### config.mk
export PLATFORM = sky130hd
export DESIGN_NAME = uart_reply_sequencer
export DESIGN_NICKNAME = d
export VERILOG_FILES = /design/src/rtl/uart_reply_sequencer.sv
export SDC_FILE = /design/constraint.sdc
export NUM_CORES = 1
export LEC_CHECK = 0
export CORE_ASPECT_RATIO = 1.5
export CORE_MARGIN = 1.5
export CORE_UTILIZATION = 30
export CTS_BUF_LIST = sky130_fd_sc_hd__clkbuf_16
export DETAILED_ROUTE_END_ITERATION = 10
export PLACE_DENSITY_LB_ADDON = 0.12
export RECOVER_POWER = 100
export SLEW_MARGIN = 20
export SYNTH_ARGS = -nofsm -noshare
export SYNTH_HDL_FRONTEND = slang
export SYNTH_SLANG_ARGS = --single-unit
export TNS_END_PERCENT = 5
### constraint.sdc
create_clock -name clk_i -period 1.6 [get_ports clk_i]
set_clock_uncertainty 0.1 [all_clocks]
set_input_delay 0.48 -clock clk_i [delete_from_list [all_inputs] [get_ports clk_i]]
set_output_delay 0.48 -clock clk_i [all_outputs]
set_load 0.01 [all_outputs]
### src/rtl/uart_reply_sequencer.sv
`timescale 1ns/1ps
// Streams one fixed reply string (optional CR/LF) per queued trigger over a
// byte valid/ready link, with a fixed idle gap between messages.
module uart_reply_sequencer #(
  parameter int                   MSG_LEN     = 4,
  parameter logic [8*MSG_LEN-1:0] MSG         = 32'h504F4C4F,
  parameter bit                   APPEND_CRLF = 1'b1,
  parameter int                   GAP_CYCLES  = 16,
  parameter int                   MAX_PENDING = 3,
  localparam int                  PW          = $clog2(MAX_PENDING+1)
) (
  input  logic          clk_i,
  input  logic          rst_n_i,
  input  logic          trigger_i,
  input  logic          tx_ready_i,
  output logic [7:0]    tx_data_o,
  output logic          tx_valid_o,
  output logic          busy_o,
  output logic [PW-1:0] pending_o,
  output logic          dropped_o
);
  localparam int TOTAL = MSG_LEN + (APPEND_CRLF ? 2 : 0);
  localparam int IW    = (TOTAL > 1) ? $clog2(TOTAL) : 1;
  localparam int GW    = (GAP_CYCLES > 0) ? $clog2(GAP_CYCLES+1) : 1;
  localparam logic [IW-1:0] LAST_IDX = IW'(TOTAL-1);
  localparam logic [PW-1:0] MAX_P    = PW'(MAX_PENDING);
  localparam logic [GW-1:0] GAP_INIT = GW'(GAP_CYCLES);

  typedef enum logic [1:0] {IDLE, SEND, GAP} state_e;

  state_e        state_q;
  logic [IW-1:0] idx_q;
  logic [GW-1:0] gap_q;
  logic [PW-1:0] pend_q, pend_d;
  logic          drop_q, drop_d;
  logic [7:0]    data_q;
  logic          valid_q, busy_q;
  logic          leave, accept;

  function automatic logic [7:0] msg_byte(input logic [IW-1:0] i);
    int k;
    k = int'(i);
    if (k < MSG_LEN)       return MSG[8*(MSG_LEN-1-k) +: 8];
    else if (k == MSG_LEN) return 8'h0D;
    else                   return 8'h0A;
  endfunction

  assign leave  = (state_q == IDLE) && (pend_q != '0);
  assign accept = valid_q && tx_ready_i;

  // A trigger coinciding with a message start cancels out, so it never drops.
  always_comb begin
    pend_d = pend_q;
    drop_d = 1'b0;
    if (trigger_i && !leave) begin
      if (pend_q < MAX_P) pend_d = pend_q + 1'b1;
      else                drop_d = 1'b1;
    end else if (leave && !trigger_i) begin
      pend_d = pend_q - 1'b1;
    end
  end

  always_ff @(posedge clk_i) begin
    if (!rst_n_i) begin
      state_q <= IDLE;
      idx_q   <= '0;
      gap_q   <= '0;
      pend_q  <= '0;
      drop_q  <= 1'b0;
      data_q  <= '0;
      valid_q <= 1'b0;
      busy_q  <= 1'b0;
    end else begin
      pend_q <= pend_d;
      drop_q <= drop_d;
      case (state_q)
        IDLE: if (leave) begin
          state_q <= SEND;
          idx_q   <= '0;
          data_q  <= msg_byte('0);
          valid_q <= 1'b1;
          busy_q  <= 1'b1;
        end
        SEND: if (accept) begin
          if (idx_q == LAST_IDX) begin
            valid_q <= 1'b0;
            data_q  <= '0;
            idx_q   <= '0;
            if (GAP_CYCLES == 0) begin
              state_q <= IDLE;
              busy_q  <= 1'b0;
            end else begin
              state_q <= GAP;
              gap_q   <= GAP_INIT;
            end
          end else begin
            idx_q  <= idx_q + 1'b1;
            data_q <= msg_byte(idx_q + 1'b1);
          end
        end
        GAP: if (gap_q == GW'(1)) begin
          state_q <= IDLE;
          busy_q  <= 1'b0;
          gap_q   <= '0;
        end else begin
          gap_q <= gap_q - 1'b1;
        end
        default: state_q <= IDLE;
      endcase
    end
  end

  assign tx_data_o  = data_q;
  assign tx_valid_o = valid_q;
  assign busy_o     = busy_q;
  assign pending_o  = pend_q;
  assign dropped_o  = drop_q;
endmodule

# After elaboration in Yosys (flattened, before gate mapping)
# Cells that the tools add are included.
# W data, S select, Z words.
dict set report word_totals {
  inputBits 4
  reg_bits 23
  elab_cells 74
  output_inout_bits 13
}
dict set report classes {
  muxes 29
  n_addsub 5
  n_eq_ne 10
  magnitude_cmp 2
  shifts 1
  n_reduce_logical 19
}
# cell n
set ops {}
lappend ops {{$mux W8} 4}
lappend ops {{$shiftx A32 B7 Y8 const A} 1}
lappend ops {{$pmux W8 S2} 1}
lappend ops {{$mux W5} 3}
lappend ops {{$mux W2} 7}
lappend ops {{$mux W3} 4}
lappend ops {{$pmux W5 S2} 1}
lappend ops {{$reduce_bool A2 Y1} 5}
lappend ops {{$reduce_and A3 Y1} 3}
lappend ops {{$ne A2 B2 Y1 const B} 4}
lappend ops {{$reduce_and A4 Y1} 2}
lappend ops {{$eq A3 B3 Y1 const B} 2}
lappend ops {{$pmux W2 S3} 1}
lappend ops {{$pmux W3 S2} 1}
lappend ops {{$eq A5 B1 Y1 const B} 1}
lappend ops {{$mux W1} 5}
lappend ops {{$sub A5 B1 Y5 const B} 1}
lappend ops {{$logic_and A1 B1 Y1} 4}
lappend ops {{$pmux W1 S2} 2}
lappend ops {{$reduce_and A2 Y1} 2}
lappend ops {{$sub A2 B3 Y4 const A} 1}
lappend ops {{$add A3 B1 Y3 const B} 1}
lappend ops {{$lt A3 B3 Y1 const B} 1}
lappend ops {{$add A2 B1 Y2 const B} 1}
lappend ops {{7 further kinds} 8}

# Logic depth before layout (Yosys ltp)
# Gate-level depths: netlist of run 1.
dict set report logic_depth {
  ltp_word 7
  ltp_mapped 6
  depth_no_buf 6
}

# Least setup slack after synthesis of run 1
# OpenSTA, ideal clock, no wires.
dict set report synth_path {
  path_kind {flip-flop to flip-flop}
  from {register gap_q[1]}
  to {register gap_q[3]}
  arrival_ns 1.362
  path_stages_with_launch 7
  path_buffers 0
  path_slack_ns 0.068
  required_time_ns 1.430
  period_less_slack_ns 1.532
  setup_ns 0.070
  path_cell_list {dfxtp_1 > inv_1 > ha_1 > nor4b_1 > or2_1 > or3_1 > a21oi_1}
}
dict set report synth_between {
  elab_chain_len 3
  word_cells_on_any_way 4
  classes_between {1 x add/sub; 1 x eq/ne; 2 x mux}
}
# item line_no
set synth_lines {}
lappend synth_lines {{start: declaration} 33} ;# logic [GW-1:0] gap_q;
lappend synth_lines {{start signal: assignment} 106} ;# gap_q <= gap_q - 1'b1;
lappend synth_lines {{$sub A5 B1 Y5 or $eq A5 B1 Y1 (tied branches)} {106, 101}}
lappend synth_lines {{$mux W5 (*)} 101} ;# GAP: if (gap_q == GW'(1)) begin
lappend synth_lines {{$pmux W5 S2 (*)} 76} ;# case (state_q)
# Mark *: on every way between the ends. The rest lies on a longest branch, timed or not.
# A chain may end at the register's enable or synchronous reset.

# Final worst setup path of run 1
# Ends and elaborated chain as after synthesis.

==> results.py, run 1 <==
metrics = {
    "pwr": {
        "finalPower_mw": 1.35,
        "p_leak_nw": 0.638,
        "p_sw_mw": 0.336,
        "seqPwrFrac_pct": 42.9,
        "p_int_mw": 1.01,
        "power_density_nw_per_um2": 931,
        "ir_worst_vdd_v": 0.000791,
        "pwr-share-comb_pct": 17.8,
        "clock_power_share_pct": 39.3,
        "swShare_pct": 25.0,
    },
    "floorplan": {
        "die_area_um2": 3970,
        "die-height_um": 76.4,
        "io_pins": 17,
        "coreArea_um2": 3420,
        "die_w_um": 51.9,
        "start_util_pct": 31.5,
        "row_count": 26,
    },
    "timing": {
        "slew_violations": 0,
        "rsz0062_at_grt": "true",
        "fmaxAchievable_mhz": 624,
        "timing.final.crit_share_pct": 100,
        "hold_viol": 0,
        "setup_viol": 1,
        "setup_ws_ns": -0.00243,
        "finalCriticalPeriod_ns": 1.60,
        "tns_ns": -0.00243,
    },
    "min_path": {
        "min_to": "busy_o",
        "worstHoldStart": "busy_o",
        "holdPathStages": 2,
        "hold_class": "flip-flop to flip-flop",
    },
    "clocking": {
        "tritoncts": "built",
        "worstSkewPairLatency_ns": 0.25,
        "clk_path_buf_depth": 2,
        "cts_buffers": 3,
        "root_buffer": "clkbuf_16",
        "htreeDepth": 1,
        "clkSlewWorstSetupHoldPaths_ns": 0.06,
        "numClockSinks": 21,
    },
    "global_route": {
        "grt_pass1_wl_um": 4020,
        "antenna_found_initial": 0,
        "grt_max_degree": 13,
        "grt_usage_pct": 12.7,
        "grt_pass1_vias": 978,
        "grt_overflow": 0,
    },
    "drt": {
        "antenna_left": 0,
        "vias": 930,
        "drc": 0,
        "wl_per_cell_um": 12.3,
        "drt_iter0_drc": 6,
        "detail_route.first_pass.iterations": 4,
        "viasPerCell": 4.82,
        "totalWireLength_um": 2380,
    },
    "synth": {
        "synth_cell_types": 43,
        "synth.avg_cell_area_um2": 8.76,
        "yosys-top-cells-area": "dfxtp_1 (39%), nand2_1 (4.9%), ha_1 (4.6%)",
        "yosysTopAreaCell": "dfxtp_1",
        "syn_area_um2": 1080,
        "ys.flop_type": "dfxtp_1",
        "ys_seq_elements": 21,
        "synthCells": 123,
        "synth_top_area_share_pct": 39.0,
        "yosysSeqAreaShare_pct": 39.0,
        "yosys_warnings": 0,
        "synth_edf_count": 0,
        "synth_most_common_cell": "dfxtp_1",
        "synthTopCellsByCount": "dfxtp_1 (21), nand2_1 (14), o21ai_0 (9), a21oi_1 (6), nor3_1 (6)",
        "async_reset_ff_share_pct": 0,
    },
    "worst_setup_path": {
        "crit_chain": "inv_2, ha_2, nor4b_4, or2_1, or3_1, a21oi_2",
        "cp-start-kind": "flip-flop",
        "end_kind": "flip-flop",
        "cp_max_fo": 4,
        "cp.required_ns": 1.68,
        "slowest_stage": "or3_1",
        "slowest_delay_ns": 0.37,
        "r2r_cells": 6,
        "regToRegStartpoint": "gap_q[1]",
        "reg2reg_setup_slack_ns": -0.002,
        "arrival_ns": 1.69,
        "worstSetupPathType": "flip-flop to flip-flop",
        "reg2reg_to": "gap_q[3]",
    },
    "layout": {
        "fillers": 367,
        "antenna_cells": 0,
        "syn2layout_area_growth_pct": 34.1,
        "final_core_util_pct": 42.3,
        "finalInstanceArea_um2": 1450,
        "drive_above_1_share_pct": 25.2,
        "nets": 160,
    },
    "placed_design": {
        "place.gp.congestion": 0.794,
        "hpwl_um": 1840,
        "port_buffers": 14,
        "placed_area_um2": 1350,
        "pre_cts_ws_ns": -0.465,
    },
    "run_status": {
        "violations": "negative setup slack",
        "outcome": "finished, violations left",
    },
    "run": {
        "cap_violations": 0,
    },
}
-- worst max-delay path by stage --
stage	from	to	slack [ns]
finish	gap_q[1]	gap_q[3]	-0.002
CTS	gap_q[1]	gap_q[3]	-0.07
detailed placement	tx_ready_i	idx_q[1]	-0.46
global route	gap_q[1]	gap_q[3]	-0.05
global placement	tx_ready_i	idx_q[1]	-0.43
floorplan	gap_q[1]	gap_q[3]	0.07
-- per-layer routing --
metal  global-route usage (%)  part of all wire (%)
met3                     1.76                   1.6
met2                     23.3                    52
met5                        0                     0
met4                     3.95                   1.1
met1                     14.5                    45
-- power by group through the flow --
stage / clock, mW / sequential, mW / combinational [mW]
6_report: 0.528 / 0.578 / 0.239
5_1_grt: 0.562 / 0.583 / 0.264
3_3_place_gp: 0 / 0.589 / 0.263
3_5_place_dp: 0 / 0.591 / 0.264
2_1_floorplan: 0 / 0.603 / 0.124
4_1_cts: 0.547 / 0.579 / 0.247
-- metrics by stage --
stage | instances | hold slack, ns
after global routing | 193 | 0.395
after global placement | 189 | 0.355
final | 193 | 0.367
after floorplan | 124 | 0.347
after CTS | 193 | 0.374
after detailed placement | 189 | 0.364
-- critical path: cells and delay by family, from the launching register on --
kind                       cells  cell delay, ns
DFF                            1            0.33
AOI/OAI and AO/OA              1            0.15
and+or+nand+nor                3            0.77
buffers and inverters          1            0.04
adders and majority gates      1            0.16
-- repair_timing --
action / in CTS / in global routing
hold buffers: 0 / 0
gates cloned: 0 / 0
resized for setup: 17 / 8
endpoints found under the setup margin: 27 / 6
pin swaps: 3 / 3
setup buffers: 0 / 1
-- state kept, by name, summed over array words and instances (netlist names) --
signal and cells:
state_q 2, tx_data_o 6, tx_valid_o 1, idx_q 3, dropped_o 1, pending_o 2
gap_q 5, busy_o 1
-- logic make-up (layout without fill, tap and decap cells) --
group | count (synthesis) | after routing | synth area share, %
other | 1 | 2 | 0.348
buffers and inverters | 11 | 38 | 5.34
adders and majority gates | 4 | 4 | 4.65
muxes | 2 | 2 | 1.97
AOI/OAI and AO/OA | 34 | 34 | 22.3
xor gates and xnor gates | 2 | 2 | 1.63
DFF | 21 | 21 | 39.0
and+or+nand+nor | 48 | 48 | 24.7
-- layout make-up --
cell class,instances,area (um2),share of cell area [%]
Inverter,5,18.8,1.30
Clock inverter,1,5.00,0.346
Sequential cell,21,423,29.3
Timing Repair Buffer,29,229,15.8
Multi-Input combinational cell,92,642,44.4
Tap cell,42,52.6,3.64
Clock buffer,3,75.1,5.19
-- layout by cell type (no fill, tap or decap), types with 2 or more instances in the layout --
cell           Yosys  layout
nor2_1             4       4
o211ai_1           3       3
dfxtp_2            0       2
a21oi_1            6       5
dfxtp_1           21      19
ha_1               4       3
clkbuf_2           0       2
nor3_1             6       4
nand3_1            4       4
a31oi_1            2       2
inv_1              5       4
nor2b_1            2       2
a21boi_1           1       2
o211a_1            2       2
clkbuf_16          0       3
a32o_1             3       3
nand2_1           14      14
or3_1              3       3
buf_4              2      12
conb_1             1       2
dlygate4sd2_1      0      12
and3b_1            2       2
a21boi_0           4       3
o21ai_0            9       9
nor3_2             0       2
Power figures use the tool's default switching activity.
==> run 2: changes to the inputs <==
--- a/config.mk
+++ b/config.mk
@@ -5,8 +5,8 @@
 export SDC_FILE = /design/constraint.sdc
 export NUM_CORES = 1
 export LEC_CHECK = 0
+export ABC_CLOCK_PERIOD_IN_PS = 1600
 export CORE_ASPECT_RATIO = 1.5
-export CORE_MARGIN = 1.5
 export CORE_UTILIZATION = 30
 export CTS_BUF_LIST = sky130_fd_sc_hd__clkbuf_16
 export DETAILED_ROUTE_END_ITERATION = 10
==> results.py, run 2 (synthesis gave the netlist of run 1 again) <==
metrics = {
    "run_status": {
        "outcome": "completed",
    },
    "drt": {
        "viasPerCell": 4.90,
        "detail_route.first_pass.iterations": 3,
        "wl_met2_um": 1190,
        "drc": 0,
        "antenna_left": 0,
        "drt_iter0_drc": 7,
        "vias": 945,
        "top_layer": "met4",
        "wl_per_cell_um": 12.2,
        "totalWireLength_um": 2350,
        "wl_met1_um": 1070,
        "met3_length_um": 36,
    },
    "floorplan": {
        "row_count": 26,
        "die_area_um2": 3840,
        "start_util_pct": 31.5,
        "die_w_um": 50.9,
        "die-height_um": 75.4,
        "io_pins": 17,
        "coreArea_um2": 3420,
    },
    "layout": {
        "syn2layout_area_growth_pct": 33.7,
        "final_cell_mix": "dfxtp_1 (20), nand2_1 (14), dlygate4sd2_1 (12), buf_4 (12), o21ai_0 (9)",
        "fillers": 354,
        "finalInstanceArea_um2": 1440,
        "drive_above_1_share_pct": 24.5,
        "largest_reg_flops": 6,
        "nets": 160,
        "layout.cells.most_common": "dfxtp_1",
        "instances_no_fill": 193,
        "antenna_cells": 0,
    },
    "timing": {
        "fmaxAchievable_mhz": 643,
        "finalCriticalPeriod_ns": 1.56,
        "hold_viol": 0,
        "slew_violations": 0,
        "tns_ns": 0,
        "rsz0062_at_grt": "true",
        "timing.final.crit_share_pct": 97.2,
        "setup_viol": 0,
    },
    "pwr": {
        "p_leak_nw": 0.637,
        "ir_worst_vdd_v": 0.000889,
        "power_density_nw_per_um2": 926,
    },
    "placed_design": {
        "port_buffers": 14,
        "hpwl_um": 1810,
        "dp_cells": 188,
        "place.gp.congestion": 0.781,
        "placed_area_um2": 1340,
    },
    "worst_setup_path": {
        "arrival_ns": 1.64,
        "slowest_delay_ns": 0.35,
        "reg2reg_to": "tx_data_o[4]",
        "slowest_stage": "dfxtp_1",
        "crit_chain": "ha_1, buf_4, nor2_1, nor3_2, a211o_2, a21boi_1",
        "cp_max_fo": 6,
        "cp-start-kind": "flip-flop",
        "end_kind": "flip-flop",
        "crit_end": "tx_data_o[4]",
        "cp.required_ns": 1.69,
        "crit_family": "compound AO/OA/AOI/OAI gates",
        "worstSetupPathType": "flip-flop to flip-flop",
        "critPathLaunch": "idx_q[0]",
        "critPathBufInv": 1,
        "regToRegStartpoint": "idx_q[0]",
        "cp.depth": 6,
        "reg2reg_setup_slack_ns": 0.04,
        "r2r_cells": 6,
    },
    "min_path": {
        "holdPathStages": 2,
        "hold_class": "flip-flop to flip-flop",
    },
    "global_route": {
        "grt_pass1_vias": 910,
        "grt_max_degree": 13,
        "grt_usage_pct": 13.5,
        "grt_pass1_wl_um": 3920,
        "antenna_found_initial": 0,
        "grt_overflow": 0,
    },
    "clocking": {
        "numClockSinks": 21,
        "clk_path_buf_depth": 2,
        "ctsHoldBuffers": 0,
        "cts_buffers": 3,
        "clkSlewWorstSetupHoldPaths_ns": 0.06,
        "htreeDepth": 1,
        "worstSkewPairLatency_ns": 0.26,
        "tritoncts": "built",
        "root_buffer": "clkbuf_16",
    },
    "run": {
        "cap_violations": 0,
    },
}
==> run 2: cell count changes in the layout (fill, tap and decap cells not counted), sizes merged <==
cell,delta
clkdlybuf4s50,-1
dlygate4sd3,+1
==> run 2: final cells by class <==
type                       instances  area [um2]  area share (%)
clock inverter                     1        5.00           0.348
sequential                        21         422            29.3
timing repair buffer              29         231            16.1
inverter                           5        18.8            1.30
tap                               42        52.6            3.65
multi-input combinational         92         636            44.1
clock buffer                       3        75.1            5.21
==> run 2: worst min-delay path by stage <==
stage                            start           end  slack (ns)
after global routing      tx_data_o[3]  tx_data_o[3]        0.40
after global placement    tx_data_o[3]  tx_data_o[3]        0.36
after detailed placement  tx_data_o[3]  tx_data_o[3]        0.37
after floorplan               idx_q[1]      idx_q[1]        0.35
final                     tx_data_o[4]  tx_data_o[4]        0.36
after CTS                 tx_data_o[3]  tx_data_o[3]        0.38
==> run 2: what timing repair did <==
item / in CTS / in global routing
gates resized for setup: 14 / 8
endpoints found under the setup margin: 28 / 7
setup buffers: 0 / 1
pin swaps: 3 / 3
==> run 2: report_power, final <==
part | switching (mW) | internal, mW | total (mW)
clock | 0.192 | 0.336 | 0.527
combinational | 0.117 | 0.112 | 0.229
sequential | 0.0231 | 0.555 | 0.578
==> run 2: per-stage QoR <==
stage | utilization (%) | setup slack [ns] | power [mW] | hold WS [ns]
2_1_floorplan | - | 0.0680 | 0.727 | 0.347
3_3_place_gp | 39.2 | -0.437 | 0.842 | 0.356
3_5_place_dp | 39.2 | -0.457 | 0.842 | 0.366
4_1_cts | 41.4 | -0.0565 | 1.35 | 0.378
5_1_grt | 42.2 | -0.0686 | 1.40 | 0.395
6_report | 42.2 | 0.0449 | 1.33 | 0.361
==> run 2: worst register-to-register path, delay by kind of cell, from the launching register on <==
family | cells | cell delay (ns)
buffers and inverters | 1 | 0.15
AOI/OAI and AO/OA | 2 | 0.44
and+or+nand+nor | 2 | 0.21
adders and majority gates | 1 | 0.25
DFF | 1 | 0.35
==> run 2: metal layers <==
layer	GRT usage [%]	vias to the layer above
met5	0	-
met1	15.1	441
met4	6.48	0
li1	-	492
met3	1.80	4
met2	25.0	8
==> run 3: changes to the inputs <==
--- a/config.mk
+++ b/config.mk
@@ -5,7 +5,7 @@
 export SDC_FILE = /design/constraint.sdc
 export NUM_CORES = 1
 export LEC_CHECK = 0
-export ABC_CLOCK_PERIOD_IN_PS = 1600
+export ABC_CLOCK_PERIOD_IN_PS = 1700
 export CORE_ASPECT_RATIO = 1.5
 export CORE_UTILIZATION = 30
 export CTS_BUF_LIST = sky130_fd_sc_hd__clkbuf_16
==> constraint.sdc (replaced) <==
create_clock -name clk_i -period 1.7 [get_ports clk_i]
set_clock_uncertainty 0.1 [all_clocks]
set_input_delay 0.51 -clock clk_i [delete_from_list [all_inputs] [get_ports clk_i]]
set_output_delay 0.51 -clock clk_i [all_outputs]
set_load 0.01 [all_outputs]
==> results.py, run 3 (synthesis gave the netlist of run 1 again) <==
metrics = {
    "clocking": {
        "htreeDepth": 1,
        "numClockSinks": 21,
        "tritoncts": "built",
        "root_buffer": "clkbuf_16",
        "clkSlewWorstSetupHoldPaths_ns": 0.06,
        "clk_path_buf_depth": 2,
        "worstSkewPairLatency_ns": 0.26,
        "cts_buffers": 3,
    },
    "drt": {
        "vias": 947,
        "drc": 0,
        "antenna_left": 0,
        "totalWireLength_um": 2340,
        "drt_iter0_drc": 8,
        "viasPerCell": 4.96,
        "wl_per_cell_um": 12.2,
        "detail_route.first_pass.iterations": 3,
    },
    "timing": {
        "fin_hold_ws_ns": 0.361,
        "fmaxAchievable_mhz": 619,
        "setup_viol": 0,
        "finalCriticalPeriod_ns": 1.62,
        "rsz0062_at_grt": "true",
        "slew_violations": 0,
        "tns_ns": 0,
        "hold_viol": 0,
        "timing.final.crit_share_pct": 95.0,
    },
    "floorplan": {
        "die_w_um": 50.9,
        "coreArea_um2": 3420,
        "die_area_um2": 3840,
        "io_pins": 17,
        "die-height_um": 75.4,
        "row_count": 26,
        "start_util_pct": 31.5,
    },
    "pwr": {
        "p_int_mw": 0.945,
        "swShare_pct": 25.1,
        "pwr-share-comb_pct": 16.9,
        "ir_worst_vdd_v": 0.000545,
        "p_leak_nw": 0.618,
        "p_sw_mw": 0.318,
        "finalPower_mw": 1.26,
        "clock_power_share_pct": 40.0,
        "power_density_nw_per_um2": 902,
        "seqPwrFrac_pct": 43.1,
    },
    "worst_setup_path": {
        "cp-start-kind": "input pin",
        "arrival_ns": 1.69,
        "cp_max_fo": 6,
        "r2r_cells": 4,
        "cp.required_ns": 1.77,
        "worstSetupPathType": "input pin to flip-flop",
        "end_kind": "flip-flop",
    },
    "global_route": {
        "grt_usage_pct": 13.7,
        "grt_pass1_wl_um": 3880,
        "antenna_found_initial": 0,
        "grt_overflow": 0,
        "grt_pass1_vias": 859,
        "grt_max_degree": 14,
    },
    "layout": {
        "final_cell_mix": "dfxtp_1 (20), nand2_1 (14), dlygate4sd2_1 (12)",
        "layout.cells.most_common": "dfxtp_1",
        "nets": 158,
        "largest_reg_flops": 6,
        "drive_above_1_share_pct": 18.8,
        "antenna_cells": 0,
        "syn2layout_area_growth_pct": 30.0,
        "final_core_util_pct": 41.0,
        "instances_no_fill": 191,
    },
    "min_path": {
        "hold_class": "flip-flop to flip-flop",
        "holdPathStages": 2,
    },
    "run_status": {
        "outcome": "completed",
    },
    "placed_design": {
        "port_buffers": 14,
        "dp_cells": 187,
        "place.gp.congestion": 0.793,
        "hpwl_um": 1770,
    },
    "run": {
        "cap_violations": 0,
    },
}
run 3: area by class of cell:
type                            instances  area, um2
Fill cell                             360       2020
Multi-Input combinational cell         92        609
Sequential cell                        21        422
Timing Repair Buffer                   27        215
Clock buffer                            3       75.1
Tap cell                               42       52.6
Inverter                                5       18.8
Clock inverter                          1       7.51
run 3: power by group through the flow:
stage	combinational (mW)	sequential, mW	clock (mW)
final	0.214	0.544	0.505
after global routing	0.237	0.549	0.544
after CTS	0.218	0.545	0.531
after detailed placement	0.235	0.557	0
after global placement	0.235	0.556	0
after floorplan	0.117	0.568	0
run 3: what timing repair did:
| item | in CTS | in global routing |
|---|---|---|
| setup buffers | 0 | 1 |
| pin swaps | 2 | 2 |
| hold buffers | 0 | 0 |
| setup endpoints to repair | 22 | 3 |
| resized for setup | 15 | 2 |
run 3: final timing paths:
path / end / start / slack, ns
setup / recovery: idx_q[1] / tx_ready_i / 0.08
hold / removal: tx_data_o[3] / tx_data_o[3] / 0.36
setup reg to reg: idx_q[1] / state_q[1] / 0.11
hold reg to reg: tx_data_o[3] / tx_data_o[3] / 0.36
run 3: worst max-delay path, stage by stage:
cell	delay, ns
dlygate4sd2_1	0.23
and4b_1	0.36
a21oi_4	0.07
or3_1	0.34
a21boi_0	0.19
run 3: through the flow:
step	setup slack, ns	instance area, um2
6_report	0.0846	1400
5_1_grt	-0.0216	1400
4_1_cts	0.0145	1410
3_5_place_dp	-0.396	1330
3_3_place_gp	-0.360	1330
2_1_floorplan	0.168	1080
run 3: routing by layer:
layer  vias up  share of wire, %  GRT usage [%]  routed length (um)
met4         0               3.1           9.57                  73
li1        487                 -              -                   -
met1       441                43           14.2                1010
met5         -                 0              0                   0
met2        12                51           24.4                1190
met3         7               3.0           2.99                  69
